<file path="src/rtl/sw_in_pkg.sv">
`default_nettype none
// ============================================================================
// Module      : sw_in_pkg
// Description : Shared types and helpers for the switch input port.
// Revision    : 1.0 - initial release
// ============================================================================
package sw_in_pkg;

    typedef enum logic [1:0] {
        IDLE = 2'd0,
        RECV = 2'd1,
        DROP = 2'd2
    } state_t;

    localparam int unsigned MIN_PKT_LEN = 2;

    // Pointers carry one extra wrap bit, so the masked difference is the occupancy.
    function automatic logic [31:0] free_space(
        input logic [31:0] depth,
        input logic [31:0] wr_ptr,
        input logic [31:0] rd_ptr
    );
        logic [31:0] used;
        used = (wr_ptr - rd_ptr) & ((depth << 1) - 32'd1);
        return depth - used;
    endfunction

endpackage
`default_nettype wire

</file>
<file path="src/rtl/sw_pkt_fifo.sv">
`default_nettype none
// ============================================================================
// Module      : sw_pkt_fifo
// Description : Packet FIFO with speculative write, commit, rewind and pop.
// Revision    : 1.0 - initial release
// ============================================================================
module sw_pkt_fifo
    import sw_in_pkg::*;
#(
    parameter int unsigned WIDTH = 10,
    parameter int unsigned DEPTH = 16
) (
    input  logic                  clk,
    input  logic                  rst_n,
    input  logic                  wr_en,
    input  logic [WIDTH-1:0]      wr_data,
    input  logic                  commit,
    input  logic                  rewind,
    input  logic                  pop,
    output logic [WIDTH-1:0]      rd_data,
    output logic                  rd_valid,
    output logic [$clog2(DEPTH):0] free_now,
    output logic [$clog2(DEPTH):0] free_next
);

    localparam int unsigned c_PTR_W = $clog2(DEPTH) + 1;
    localparam int unsigned c_IDX_W = c_PTR_W - 1;

    logic [WIDTH-1:0]   r_mem [DEPTH];
    logic [c_PTR_W-1:0] r_wr_ptr;
    logic [c_PTR_W-1:0] r_cmt_ptr;
    logic [c_PTR_W-1:0] r_rd_ptr;
    logic [c_PTR_W-1:0] w_wr_next;
    logic [c_PTR_W-1:0] w_cmt_next;
    logic [c_PTR_W-1:0] w_rd_next;

    always_comb begin
        w_wr_next  = r_wr_ptr;
        w_cmt_next = r_cmt_ptr;
        w_rd_next  = r_rd_ptr;
        if (rewind) begin
            w_wr_next = r_cmt_ptr;
        end else if (wr_en) begin
            w_wr_next = r_wr_ptr + c_PTR_W'(1);
        end
        // Committing takes the post-write pointer so the final word is included.
        if (commit) begin
            w_cmt_next = w_wr_next;
        end
        if (pop) begin
            w_rd_next = r_rd_ptr + c_PTR_W'(1);
        end
    end

    always_ff @(posedge clk or negedge rst_n) begin
        if (!rst_n) begin
            r_wr_ptr  <= '0;
            r_cmt_ptr <= '0;
            r_rd_ptr  <= '0;
        end else begin
            r_wr_ptr  <= w_wr_next;
            r_cmt_ptr <= w_cmt_next;
            r_rd_ptr  <= w_rd_next;
        end
    end

    always_ff @(posedge clk) begin
        if (wr_en && !rewind) begin
            r_mem[r_wr_ptr[c_IDX_W-1:0]] <= wr_data;
        end
    end

    assign rd_valid  = (r_rd_ptr != r_cmt_ptr);
    assign rd_data   = rd_valid ? r_mem[r_rd_ptr[c_IDX_W-1:0]] : '0;
    assign free_now  = c_PTR_W'(free_space(32'(DEPTH), 32'(r_wr_ptr), 32'(r_rd_ptr)));
    assign free_next = c_PTR_W'(free_space(32'(DEPTH), 32'(w_wr_next), 32'(w_rd_next)));

endmodule
`default_nettype wire

</file>
<file path="src/rtl/sw_input_port.sv">
`default_nettype none
// ============================================================================
// Module      : sw_input_port
// Description : Switch ingress port: frames enable bursts into packets,
//               drops bad ones, and streams committed packets to the fabric.
// Revision    : 1.0 - initial release
// ============================================================================
module sw_input_port
    import sw_in_pkg::*;
#(
    parameter int unsigned DATA_W      = 8,
    parameter int unsigned FIFO_DEPTH  = 16,
    parameter int unsigned MAX_PKT_LEN = 8
) (
    input  logic              clk,
    input  logic              rst_n,
    input  logic [DATA_W-1:0] data_in,
    input  logic              sw_enable_in,
    output logic              read_out,
    output logic [DATA_W-1:0] out_data,
    output logic              out_sop,
    output logic              out_eop,
    output logic              out_valid,
    input  logic              out_ready,
    output logic              drop_pulse,
    output logic [15:0]       pkt_count
);

    localparam int unsigned c_PTR_W = $clog2(FIFO_DEPTH) + 1;
    localparam int unsigned c_LEN_W = $clog2(MAX_PKT_LEN + 1);

    typedef struct packed {
        logic              sop;
        logic              eop;
        logic [DATA_W-1:0] data;
    } fifo_entry_t;

    state_t             r_state;
    state_t             w_state_next;
    logic [DATA_W-1:0]  r_stage_data;
    logic               r_stage_sop;
    logic [c_LEN_W-1:0] r_len;
    logic [c_LEN_W-1:0] w_len_next;
    logic               r_read_out;
    logic               r_drop_pulse;
    logic [15:0]        r_pkt_count;
    logic               w_wr_en;
    logic               w_wr_eop;
    logic               w_commit;
    logic               w_rewind;
    logic               w_stage_load;
    logic               w_drop;
    logic               w_pop;
    logic               w_rd_valid;
    fifo_entry_t        w_wr_entry;
    fifo_entry_t        w_rd_entry;
    logic [c_PTR_W-1:0] w_free_now;
    logic [c_PTR_W-1:0] w_free_next;

    always_comb begin
        w_state_next = r_state;
        w_len_next   = r_len;
        w_wr_en      = 1'b0;
        w_wr_eop     = 1'b0;
        w_commit     = 1'b0;
        w_rewind     = 1'b0;
        w_stage_load = 1'b0;
        w_drop       = 1'b0;
        case (r_state)
            IDLE: begin
                if (sw_enable_in) begin
                    if (r_read_out) begin
                        w_state_next = DROP;
                    end else begin
                        w_state_next = RECV;
                        w_stage_load = 1'b1;
                        w_len_next   = c_LEN_W'(1);
                    end
                end
            end
            RECV: begin
                if (sw_enable_in) begin
                    if (r_len == c_LEN_W'(MAX_PKT_LEN) || w_free_now == '0) begin
                        w_rewind     = 1'b1;
                        w_state_next = DROP;
                    end else begin
                        w_wr_en      = 1'b1;
                        w_stage_load = 1'b1;
                        w_len_next   = r_len + c_LEN_W'(1);
                    end
                end else if (r_len >= c_LEN_W'(MIN_PKT_LEN)) begin
                    w_wr_en      = 1'b1;
                    w_wr_eop     = 1'b1;
                    w_commit     = 1'b1;
                    w_state_next = IDLE;
                end else begin
                    w_rewind     = 1'b1;
                    w_drop       = 1'b1;
                    w_state_next = IDLE;
                end
            end
            DROP: begin
                if (!sw_enable_in) begin
                    w_drop       = 1'b1;
                    w_state_next = IDLE;
                end
            end
            default: w_state_next = IDLE;
        endcase
    end

    // The staged word is held back one cycle so its eop bit is known when written.
    always_ff @(posedge clk or negedge rst_n) begin
        if (!rst_n) begin
            r_state      <= IDLE;
            r_stage_data <= '0;
            r_stage_sop  <= 1'b0;
            r_len        <= '0;
            r_read_out   <= 1'b0;
            r_drop_pulse <= 1'b0;
            r_pkt_count  <= '0;
        end else begin
            r_state      <= w_state_next;
            r_len        <= w_len_next;
            r_drop_pulse <= w_drop;
            r_read_out   <= (w_state_next != IDLE) || (32'(w_free_next) < MAX_PKT_LEN);
            if (w_stage_load) begin
                r_stage_data <= data_in;
                r_stage_sop  <= (r_state == IDLE);
            end
            if (w_commit) begin
                r_pkt_count <= r_pkt_count + 16'd1;
            end
        end
    end

    assign w_wr_entry = '{sop: r_stage_sop, eop: w_wr_eop, data: r_stage_data};
    assign w_pop      = w_rd_valid && out_ready;

    sw_pkt_fifo #(
        .WIDTH (DATA_W + 2),
        .DEPTH (FIFO_DEPTH)
    ) u_fifo (
        .clk       (clk),
        .rst_n     (rst_n),
        .wr_en     (w_wr_en),
        .wr_data   (w_wr_entry),
        .commit    (w_commit),
        .rewind    (w_rewind),
        .pop       (w_pop),
        .rd_data   (w_rd_entry),
        .rd_valid  (w_rd_valid),
        .free_now  (w_free_now),
        .free_next (w_free_next)
    );

    assign read_out   = r_read_out;
    assign out_valid  = w_rd_valid;
    assign out_data   = w_rd_entry.data;
    assign out_sop    = w_rd_entry.sop;
    assign out_eop    = w_rd_entry.eop;
    assign drop_pulse = r_drop_pulse;
    assign pkt_count  = r_pkt_count;

endmodule
`default_nettype wire

</file>
<file path="config.mk">
export PLATFORM = sky130hd
export DESIGN_NAME = sw_input_port
export DESIGN_NICKNAME = d
export VERILOG_FILES = /design/src/rtl/sw_in_pkg.sv /design/src/rtl/sw_pkt_fifo.sv /design/src/rtl/sw_input_port.sv
export SDC_FILE = /design/constraint.sdc
export NUM_CORES = 1
export LEC_CHECK = 0
export BUFFER_PORTS_ARGS = -buffer_cell sky130_fd_sc_hd__buf_2
export CORE_MARGIN = 3
export CORE_UTILIZATION = 55
export CTS_BUF_LIST = sky130_fd_sc_hd__clkbuf_4 sky130_fd_sc_hd__clkbuf_8 sky130_fd_sc_hd__clkbuf_16
export CTS_CLUSTER_DIAMETER = 120
export DETAILED_ROUTE_END_ITERATION = 8
export GPL_TIMING_DRIVEN = 1
export PLACE_DENSITY = 0.75
export SYNTH_ARGS = -nofsm -noshare
export SYNTH_HDL_FRONTEND = slang
export SYNTH_SLANG_ARGS = --single-unit
</file>
<file path="constraint.sdc">
create_clock -name clk -period 4.5 [get_ports clk]
set_input_delay 0.9 -clock clk [delete_from_list [all_inputs] [get_ports clk]]
set_output_delay 0.9 -clock clk [all_outputs]
set_load 0.03 [all_outputs]
</file>
After elaboration in Yosys (flattened, before gate mapping). Memory sizes are Yosys's and may differ from the RTL's. Cells that the tools add are included.

Eq/ne operators: 8. Magnitude comparators: 2. Reduce and logical (&&, ||, !) cells: 10. Add/subtract/negate cells: 8. Multiplexer cells: 34.

Operators with widths (number): 1-bit two-way mux (17); 16-bit by 1-bit adder with 16-bit output (second input constant) (1); 4-bit two-way mux (4); 5-bit two-way mux (3); 5-bit by 1-bit adder with 5-bit output (second input constant) (2); 10-bit two-way mux (1); 2-bit two-way mux (5); 5-bit subtractor (2); 5-bit subtractor (first input constant) (2); 2-bit inequality test (second input constant) (4); 4-bit one-hot mux with 2 select lines (1); 2-bit one-hot mux with 3 select lines (1); 5-bit zero test (1); 5-bit by 4-bit < comparator with 1-bit output (second input constant) (1); 5-bit inequality test (1); 5-bit AND reduction (1); 4-bit by 1-bit adder with 4-bit output (second input constant) (1); 4-bit equality test (second input constant) (1); 4-bit by 2-bit greater-or-equal comparator with 1-bit output (second input constant) (1); 1-bit one-hot mux with 2 select lines (2); 2-bit nonzero test (2); 2-bit by 1-bit equality test with 1-bit output (second input constant) (1); 2-bit equality test (second input constant) (1); 1-bit logical AND (2); 3 further kinds (4).

RAM bits: 160. Bits of input ports: 12. Logic and storage cells: 73. Register bits: 48. Memories kept: 1. Output and inout bits: 29.

Memory list: u_fifo.r_mem (depth 16, bits a word 10, rd ports 1, clocked after Yosys merged registers in 0, wr ports 1, line sw_pkt_fifo.sv:29) `logic [WIDTH-1:0] r_mem [DEPTH];`.

Longest topological paths before layout. Gate-level depths: netlist of the first run.

Depth after elaboration: 13. Mapped depth: 22. Gate-level depth less buffers: 19.

By module. Synthesis of the first run repeated with hierarchy kept, for this count alone.

Cell total of the unflattened synthesis: 522. Area total of the unflattened synthesis: 9056.2 µm².

Modules (own cells, without submodules): sw_pkt_fifo (sequential area each 5180.0 µm², area each 7310.8 µm², cells an instance 376, times used 1); sw_input_port (sequential area each 825.8 µm², area each 1745.4 µm², cells an instance 146, times used 1).

Worst setup path before layout of the first run. No wires, ideal clock.

Kind: register to register. From: register u_fifo.r_rd_ptr[0]. To: register r_read_out (netlist: read_out). Arrival: 4501 ps. Period minus slack after synthesis: 4633 ps. Library setup time: 132 ps. Data required time: 4368 ps. Cell stages (with the launch flop): 22. Path buffers: 3. Slack: -133 ps. Path through: dfrtp_1 buf_2 buf_1 inv_1 ha_1 inv_1 ha_1 fa_1 or4b_1 a21oi_2 o21ai_0 buf_4 nand3_1 o21ai_0 a21oi_1 inv_1 ha_1 ha_1 a21o_1 o31a_1 a311oi_2 o31ai_1.

Cells in the longest elaborated chain, start to end: 13. Elaborated cells between the ends (all ways): 24. Those cells by class: 5 x add/sub; 1 x order compare; 1 x eq/ne; 12 x mux; 5 x reduce/logical.

Ends and longest elaborated chain: from (decl) (line sw_pkt_fifo.sv:32) `logic [c_PTR_W-1:0] r_rd_ptr;`; from (signal assigned) (line sw_pkt_fifo.sv:63) `r_rd_ptr <= w_rd_next;`; 5-bit subtractor (*) (line sw_in_pkg.sv:24) `used = (wr_ptr - rd_ptr) & ((depth << 1) - 32'd1);`; 5-bit subtractor (*) (line sw_in_pkg.sv:25) `return depth - used;`; 5-bit zero test (*) (line sw_input_port.sv:83) `if (r_len == c_LEN_W'(MAX_PKT_LEN) || w_free_now == '0) begin`; 1-bit logical OR (*) (line sw_input_port.sv:83); 1-bit two-way mux (line sw_input_port.sv:83); 1-bit two-way mux (line sw_input_port.sv:82) `if (sw_enable_in) begin`; 1-bit two-way mux (line sw_input_port.sv:69) `case (r_state)`; 5-bit two-way mux (line sw_pkt_fifo.sv:43) `end else if (wr_en) begin`; 5-bit two-way mux (*) (line sw_pkt_fifo.sv:41) `if (rewind) begin`; net u_fifo.w_wr_next[2] (line sw_pkt_fifo.sv:33) `logic [c_PTR_W-1:0] w_wr_next;`; 5-bit subtractor (*) (line sw_in_pkg.sv:24); 5-bit subtractor (*) (line sw_in_pkg.sv:25); 5-bit by 4-bit < comparator with 1-bit output (*) (line sw_input_port.sv:126) `r_read_out <= (w_state_next != IDLE) || (32'(w_free_next) < MAX_PKT_LEN);`; 1-bit logical OR (*) (line sw_input_port.sv:126); to (signal assigned) (line sw_input_port.sv:126); to (decl) (line sw_input_port.sv:44) `logic r_read_out;`.

The timed path passes the listed nets; every way through them passes the cells marked *. A chain may end at the register's enable or synchronous reset.

Final worst setup path of the first run.
From: register u_fifo.r_wr_ptr[1]. To: register r_read_out (netlist: read_out).

Cells in the longest elaborated chain, start to end: 13. Elaborated cells between the ends (all ways): 21. Those cells by class: 5 x add/sub; 1 x order compare; 11 x mux; 4 x reduce/logical.

Ends and longest elaborated chain: from (decl) (line sw_pkt_fifo.sv:30) `logic [c_PTR_W-1:0] r_wr_ptr;`; from (signal assigned) (line sw_pkt_fifo.sv:61) `r_wr_ptr <= w_wr_next;`; 5-bit subtractor (line sw_in_pkg.sv:24); 5-bit subtractor (line sw_in_pkg.sv:25); 5-bit zero test (line sw_input_port.sv:83); 1-bit logical OR (line sw_input_port.sv:83); 1-bit two-way mux (line sw_input_port.sv:83); 1-bit two-way mux (line sw_input_port.sv:82); 1-bit two-way mux (line sw_input_port.sv:69); 5-bit two-way mux (line sw_pkt_fifo.sv:43); 5-bit two-way mux (*) (line sw_pkt_fifo.sv:41); net u_fifo.w_wr_next[2] (line sw_pkt_fifo.sv:33); 5-bit subtractor (*) (line sw_in_pkg.sv:24); 5-bit subtractor (*) (line sw_in_pkg.sv:25); 5-bit by 4-bit < comparator with 1-bit output (*) (line sw_input_port.sv:126); 1-bit logical OR (*) (line sw_input_port.sv:126).

Marks and branches as above.

==> metrics, run 1 <==
initial antenna violation count=1; number of max-cap violations=0; die area=0.0177 mm²; CP required=between 4 and 5 ns; actual transition at the worst max-transition pin=1.15 ns; Worst R2R Setup Slack=0.26 ns; total gr overflow=0; minimum clock period=4.24 ns; Nets=about 600; Skew-Pair Late Insertion Delay=0.49 ns; Yosys cell types=48; hold crit path type=in -> async; CTS tree=yes; Mapped Nets=545; number of buffers created by CTS=21; Slew headroom=0.229; final wirelength=~18000 µm; DRT iter0 DRCs=302; antenna-violating nets left=0; worst path bufs/invs=2; WL/cell=22.2 µm; Hold Fails Final Rpt=0; Crit Path Max Fanout=5; first-pass GRT wire length=28300 µm; top_reg_cell synth=edfxtp_1; crit-path max cell delay=0.48 ns; status=finished clean; Top Ports=a little over 40; Post-CTS Hold Buffers=0; RSZ-0062 raised after global routing=false; final worst path period share=0.943; most numerous cell on the critical path=ha_1; Synth async-reset ratio=0.231; TritonCTS Sinks=208; Max Slew Vio Count=0; Setup TNS Final=0 ns; via count of the first global-routing pass=5029; Via-to-Cell Ratio=around 6.0; Leak=~3.7 nW; Arr. time, crit path=4.61 ns; Int Pwr=4.57 mW; NetSw=roughly 2.4 mW; Logic pwr share=0.354; worst r2r dst=read_out$_DFF_PN0_; Worst path slowest cell=or4b_1; synth top area cells=edfxtp_1 54%, dfrtp_1 14%, mux4_2 13%; EDFF count, synth=160; worst r2r src=u_fifo.r_wr_ptr[1]$_DFF_PN0_; crit-path cells=inv_1 -> ha_1 -> ha_1 -> fa_1 -> xor2_1 -> or4b_1 -> a21oi_2 -> o21ai_1 -> nand3_1 -> o21ai_0 -> a21oi_1 -> inv_1 -> ha_1 -> ha_1 -> a21o_1 -> o31a_1 -> a311oi_2 -> o31ai_1; CP Capture Type=flop; Total GRT Usage=0.205; Final setup violation count=0; FF+latch count, synth=208; Synth top area share=0.541; core footprint=around 0.015 mm²; largest net degree at the start of global routing=45; # DRC=0; Setup Skew=roughly 0.012 ns; Startpoint Class=flop; Starting Density=0.574; CTS root buf=clkbuf_16; die height=133 µm; WS Path Type=reg -> reg; Avg Inst Size Synth=17.5 µm²; synth-to-layout area growth=13.4%; via count=4755; Clock Power Share=0.247; fin util=0.651; count of input and output buffers=40; n_diodes=0; 1st-pass router iterations=4; f_max=0.236 GHz; die width=133 µm; Yosys Warn Count=0; leading area contributor after synthesis=edfxtp_1; non-filler instance count after layout=about 790; R2R cell count=18; total power=~6.9 mW; Top Family by Delay on Critical Path=adder cells; Post-Synthesis Cells=507; share of layout cells above drive strength 1=0.293; Worst-path clk slew=roughly 0.06 ns; Post-CTS Resized=0; pwr dens=687 mW/mm²; Flop pwr share=0.398; Max IR drop VDD=0.541 mV; # H-tree levels=1; postcts setup bufs=0; clock tree buffer depth=3; switching part of the total=0.340; Seq/Total Area, Yosys=0.676; GP Congestion=0.858; Post-Syn Area=0.00889 mm²; Placed Cells=around 750; Std-Cell Rows=45; FILL cells=1042; HPWL Detailed=approximately 11000 µm
[cell type report]
cell class | count | area, µm² | share of cell area
clock buffer | 29 | 611 | 0.0606
multi-input combinational | 259 | 2730 | 0.271
sequential | 208 | 6010 | 0.596
clock inverter | 9 | 81.3 | 0.00807
inverter | 20 | 75.1 | 0.00745
tap | 211 | 264 | 0.0262
timing repair buffer | 55 | 313 | 0.0310
[worst reg2reg max path: stages (launching register included)]
cell and delay (ns):
dfrtp_1 0.41, inv_1 0.10, ha_1 0.28, ha_1 0.23, fa_1 0.39, xor2_1 0.16
or4b_1 0.48, a21oi_2 0.17, o21ai_1 0.15, nand3_1 0.12, o21ai_0 0.08, a21oi_1 0.25
inv_1 0.07, ha_1 0.30, ha_1 0.30, a21o_1 0.17, o31a_1 0.11, a311oi_2 0.23
o31ai_1 0.10
[synth_stat cells (all sizes together) (3+ instances only)]
master  number
edfxtp     160
mux4        50
dfrtp       48
ha          25
nor2        23
xnor2       21
inv         20
nand2       18
nand3       16
mux2        15
clkbuf      12
nor2b       12
a21oi       11
buf          8
o21ai        8
xor2         8
nor3         7
nand4        5
a21o         4
and3         3
or2          3
[power groups by stage]
stage,Sequential [mW],Combinational (mW),Clock [mW]
2_1_floorplan,2.71,1.84,0
3_3_place_gp,2.75,2.39,0
3_5_place_dp,2.79,2.45,0
4_1_cts,2.75,2.48,1.74
5_1_grt,2.80,2.67,1.81
6_report,2.76,2.45,1.71
[flip-flops by register name, indices dropped and copies added, names as in the netlist]
name,cells
r_len,4
r_stage_data,8
drop_pulse,1
u_fifo.r_wr_ptr,5
pkt_count,16
u_fifo.r_rd_ptr,5
u_fifo.r_mem,160
u_fifo.r_cmt_ptr,5
r_stage_sop,1
r_state,2
read_out,1
[routing by layer]
layer | up-vias | track usage | part of all wire
met1 | 2426 | 0.284 | 0.41
li1 | 2080 | - | -
met5 | - | 0 | 0.00074
met4 | 2 | 0.0520 | 0.018
met2 | 211 | 0.339 | 0.49
met3 | 36 | 0.0442 | 0.084
[how the worst max path moves through the flow]
stage,start,end,depth (start not counted)
finish,u_fifo.r_wr_ptr[1]$_DFF_PN0_,read_out$_DFF_PN0_,18
global route,u_fifo.r_wr_ptr[1]$_DFF_PN0_,read_out$_DFF_PN0_,18
CTS,u_fifo.r_wr_ptr[1]$_DFF_PN0_,read_out$_DFF_PN0_,18
detailed placement,u_fifo.r_wr_ptr[1]$_DFF_PN0_,read_out$_DFF_PN0_,18
global placement,u_fifo.r_wr_ptr[1]$_DFF_PN0_,read_out$_DFF_PN0_,18
floorplan,u_fifo.r_rd_ptr[0]$_DFF_PN0_,read_out$_DFF_PN0_,21
[cell families (layout without fill, tap and decap cells)]
kind of cell	Yosys count	after routing	synth area share
DFF	208	208	0.676
and+or+nand+nor	99	99	0.0563
muxes	67	67	0.148
buffers and inverters	40	113	0.0180
AOI/OAI and AO/OA	37	37	0.0327
xor gates and xnor gates	30	30	0.0320
adders and majority gates	26	26	0.0374
[metrics by stage]
step / hold slack [ns] / area [µm²] / worst slack (ns)
finish: 0.446 / 10100 / 0.257
global route: 0.480 / 10100 / 0.0421
CTS: 0.457 / 10100 / 0.186
detailed placement: 0.459 / 9390 / 0.232
global placement: 0.452 / 9390 / 0.426
floorplan: 0.475 / 8890 / 0.135
[cell usage in the layout, fill, tap and decap left out, drive strengths merged, types with 16 or more instances in the layout]
master,synthesis,layout
edfxtp,160,160
buf,8,55
mux4,50,50
dfrtp,48,48
clkbuf,12,29
ha,25,25
nor2,23,23
inv,20,22
xnor2,21,21
nand2,18,18
nand3,16,16
Power figures use the tool's default switching activity.
==> run 2: changes to the inputs <==
- SYNTH_HIERARCHICAL: default -> 1
==> run 2 against run 1 <==
Sequential power about the same; final cell count up 3.4%; power up 10%.
==> metrics, run 2 <==
CTS tree=yes; Hold Fails Final Rpt=0; HPWL Detailed=approximately 12000 µm; 1st-pass router iterations=5; via count of the first global-routing pass=a little over 5000; busiest grt layer=met2; f_max=0.232 GHz; Crit Path Max Fanout=3; CTS root buf=clkbuf_16; WS Path Type=reg -> reg; pwr dens=729 mW/mm²; hold crit path type=reg -> reg; Max Slew Vio Count=0; core footprint=0.0160 mm²; status=finished clean; via count=4875; commonest non-fill, non-tap cell in the layout=edfxtp_1; CP required=~4.9 ns; die area=0.0180 mm²; FILL cells=roughly 1100; Post-Syn Area=approximately 0.0090 mm²; initial antenna violation count=0; GP Congestion=between 0.7 and 0.8; final wirelength=~18000 µm; Leak=between 3 and 4 nW; total power=roughly 7.6 mW; DRT iter0 DRCs=334; number of max-cap violations=0; n_diodes=0; Final setup violation count=0; Max IR drop VDD=0.600 mV; met3 usage=0.0349; Startpoint Class=flop; synth-to-layout area growth=15.9%; Setup Skew=about 0.0073 ns; first-pass GRT wire length=28900 µm; WL/cell=22.6 µm; Post-CTS Hold Buffers=0; # H-tree levels=1; antenna-violating nets left=0; actual transition at the worst max-transition pin=around 1.1 ns; Yosys Warn Count=6; M1 GR Usage=0.291; CP Capture Type=flop; die width=roughly 130 µm; Post-Synthesis Cells=520; total gr overflow=0; die height=between 100 and 150 µm; clock tree buffer depth=3; Top Ports=just over 40; Nets=627; Std-Cell Rows=46; Skew-Pair Late Insertion Delay=0.50 ns; met2 GRT Util=0.344; share of layout cells above drive strength 1=0.311; Worst-path clk slew=0.06 ns; Starting Density=0.566; number of buffers created by CTS=22; Mapped Nets=561; Avg Inst Size Synth=17.4 µm²; final worst path period share=0.956; max reg flops=160; # DRC=0; TritonCTS Sinks=between 200 and 250; Arr. time, crit path=around 4.7 ns; minimum clock period=~4.3 ns; largest net degree at the start of global routing=49; count of input and output buffers=40; most frequent cells in the layout=160 x edfxtp_1, 46 x dfrtp_1, 40 x buf_2; Setup TNS Final=0 ns; Slew headroom=0.245; Via-to-Cell Ratio=5.96; Total GRT Usage=0.210
[run 2: cell types whose count changed in the layout (fill, tap and decap cells not counted), sizes merged, moves of 3 or more]
cell,delta
buf,+7
nor2,-15
nand4,+5
nand3,-8
a22oi,+20
xor2,+5
mux4,-10
nor2b,-7
a21oi,+7
and2,+18
clkinv,+3
nor3,-3
nor4,+3
[run 2: repair_timing]
| item | CTS | global route |
|---|---|---|
| pin swaps | 2 | 19 |
| setup buffers | 0 | 5 |
| cloned | 0 | 0 |
| gates resized for setup | 4 | 31 |
| endpoints found under the setup margin | 1 | 1 |
[run 2: worst paths after layout]
path,from,endpoint,slack [ns],cells past startpoint
max reg2reg,u_fifo/r_wr_ptr[1]$_DFF_PN0_,read_out$_DFF_PN0_,0.20,21
min in group asynchronous,rst_n,u_fifo/r_cmt_ptr[4]$_DFFE_PN0P_,0.49,2
max,u_fifo/r_wr_ptr[1]$_DFF_PN0_,read_out$_DFF_PN0_,0.20,21
min,pkt_count[15]$_DFFE_PN0P_,pkt_count[15]$_DFFE_PN0P_,0.47,1
min reg2reg,pkt_count[15]$_DFFE_PN0P_,pkt_count[15]$_DFFE_PN0P_,0.47,1
max in group asynchronous,rst_n,u_fifo/r_rd_ptr[2]$_DFF_PN0_,3.56,2
[run 2: where the power goes]
| part | leakage (nW) | switching [mW] | internal (mW) | total, mW |
|---|---|---|---|---|
| Combinational | 1.50 | 1.67 | 1.47 | 3.14 |
| Clock | 0.363 | 0.705 | 1.05 | 1.76 |
| Sequential | 2.05 | 0.311 | 2.44 | 2.75 |
| Total | 3.91 | 2.68 | 4.97 | 7.65 |
[run 2: area by class of cell]
class / count / area, µm² / share of cell area
flip-flops and latches: 208 / 6010 / 0.573
multi-input cells: 272 / 3050 / 0.291
repair buffers: 62 / 369 / 0.0352
clock inverters: 10 / 75.1 / 0.00716
well taps: 216 / 270 / 0.0258
inverters: 20 / 75.1 / 0.00716
clock buffers: 30 / 641 / 0.0611
[run 2: routing by layer]
| layer | vias up | wire length, µm |
|---|---|---|
| met5 | - | 0 |
| met4 | 0 | 454 |
| met3 | 32 | 1410 |
| met2 | 183 | 9340 |
| met1 | 2500 | 7280 |
| li1 | 2160 | - |
[run 2: through the flow]
| stage | instances | utilization | area (µm²) | hold WS (ns) | setup slack, ns |
|---|---|---|---|---|---|
| after floorplan | 520 | - | 9060 | 0.515 | 0.0259 |
| after global placement | 773 | 0.596 | 9530 | 0.457 | 0.149 |
| after detailed placement | 773 | 0.596 | 9530 | 0.462 | -0.121 |
| after CTS | 813 | 0.641 | 10300 | 0.471 | 0.00359 |
| after global routing | 818 | 0.656 | 10500 | 0.480 | -0.0337 |
| final | 818 | 0.656 | 10500 | 0.468 | 0.197 |
[run 2: critical path, stage by stage, from the launching register on]
cell,delay [ns]
dfrtp_1,0.39
inv_2,0.10
ha_4,0.21
ha_4,0.16
fa_2,0.58
nor2_1,0.06
a21o_1,0.17
mux2i_1,0.18
and2_4,0.19
nand2_1,0.07
xnor2_1,0.15
o21ai_2,0.20
inv_2,0.06
ha_4,0.25
ha_4,0.23
a21o_1,0.18
a21oi_4,0.14
xor2_2,0.17
xnor3_1,0.18
nor2_2,0.05
a2111oi_2,0.34
a21oi_1,0.12
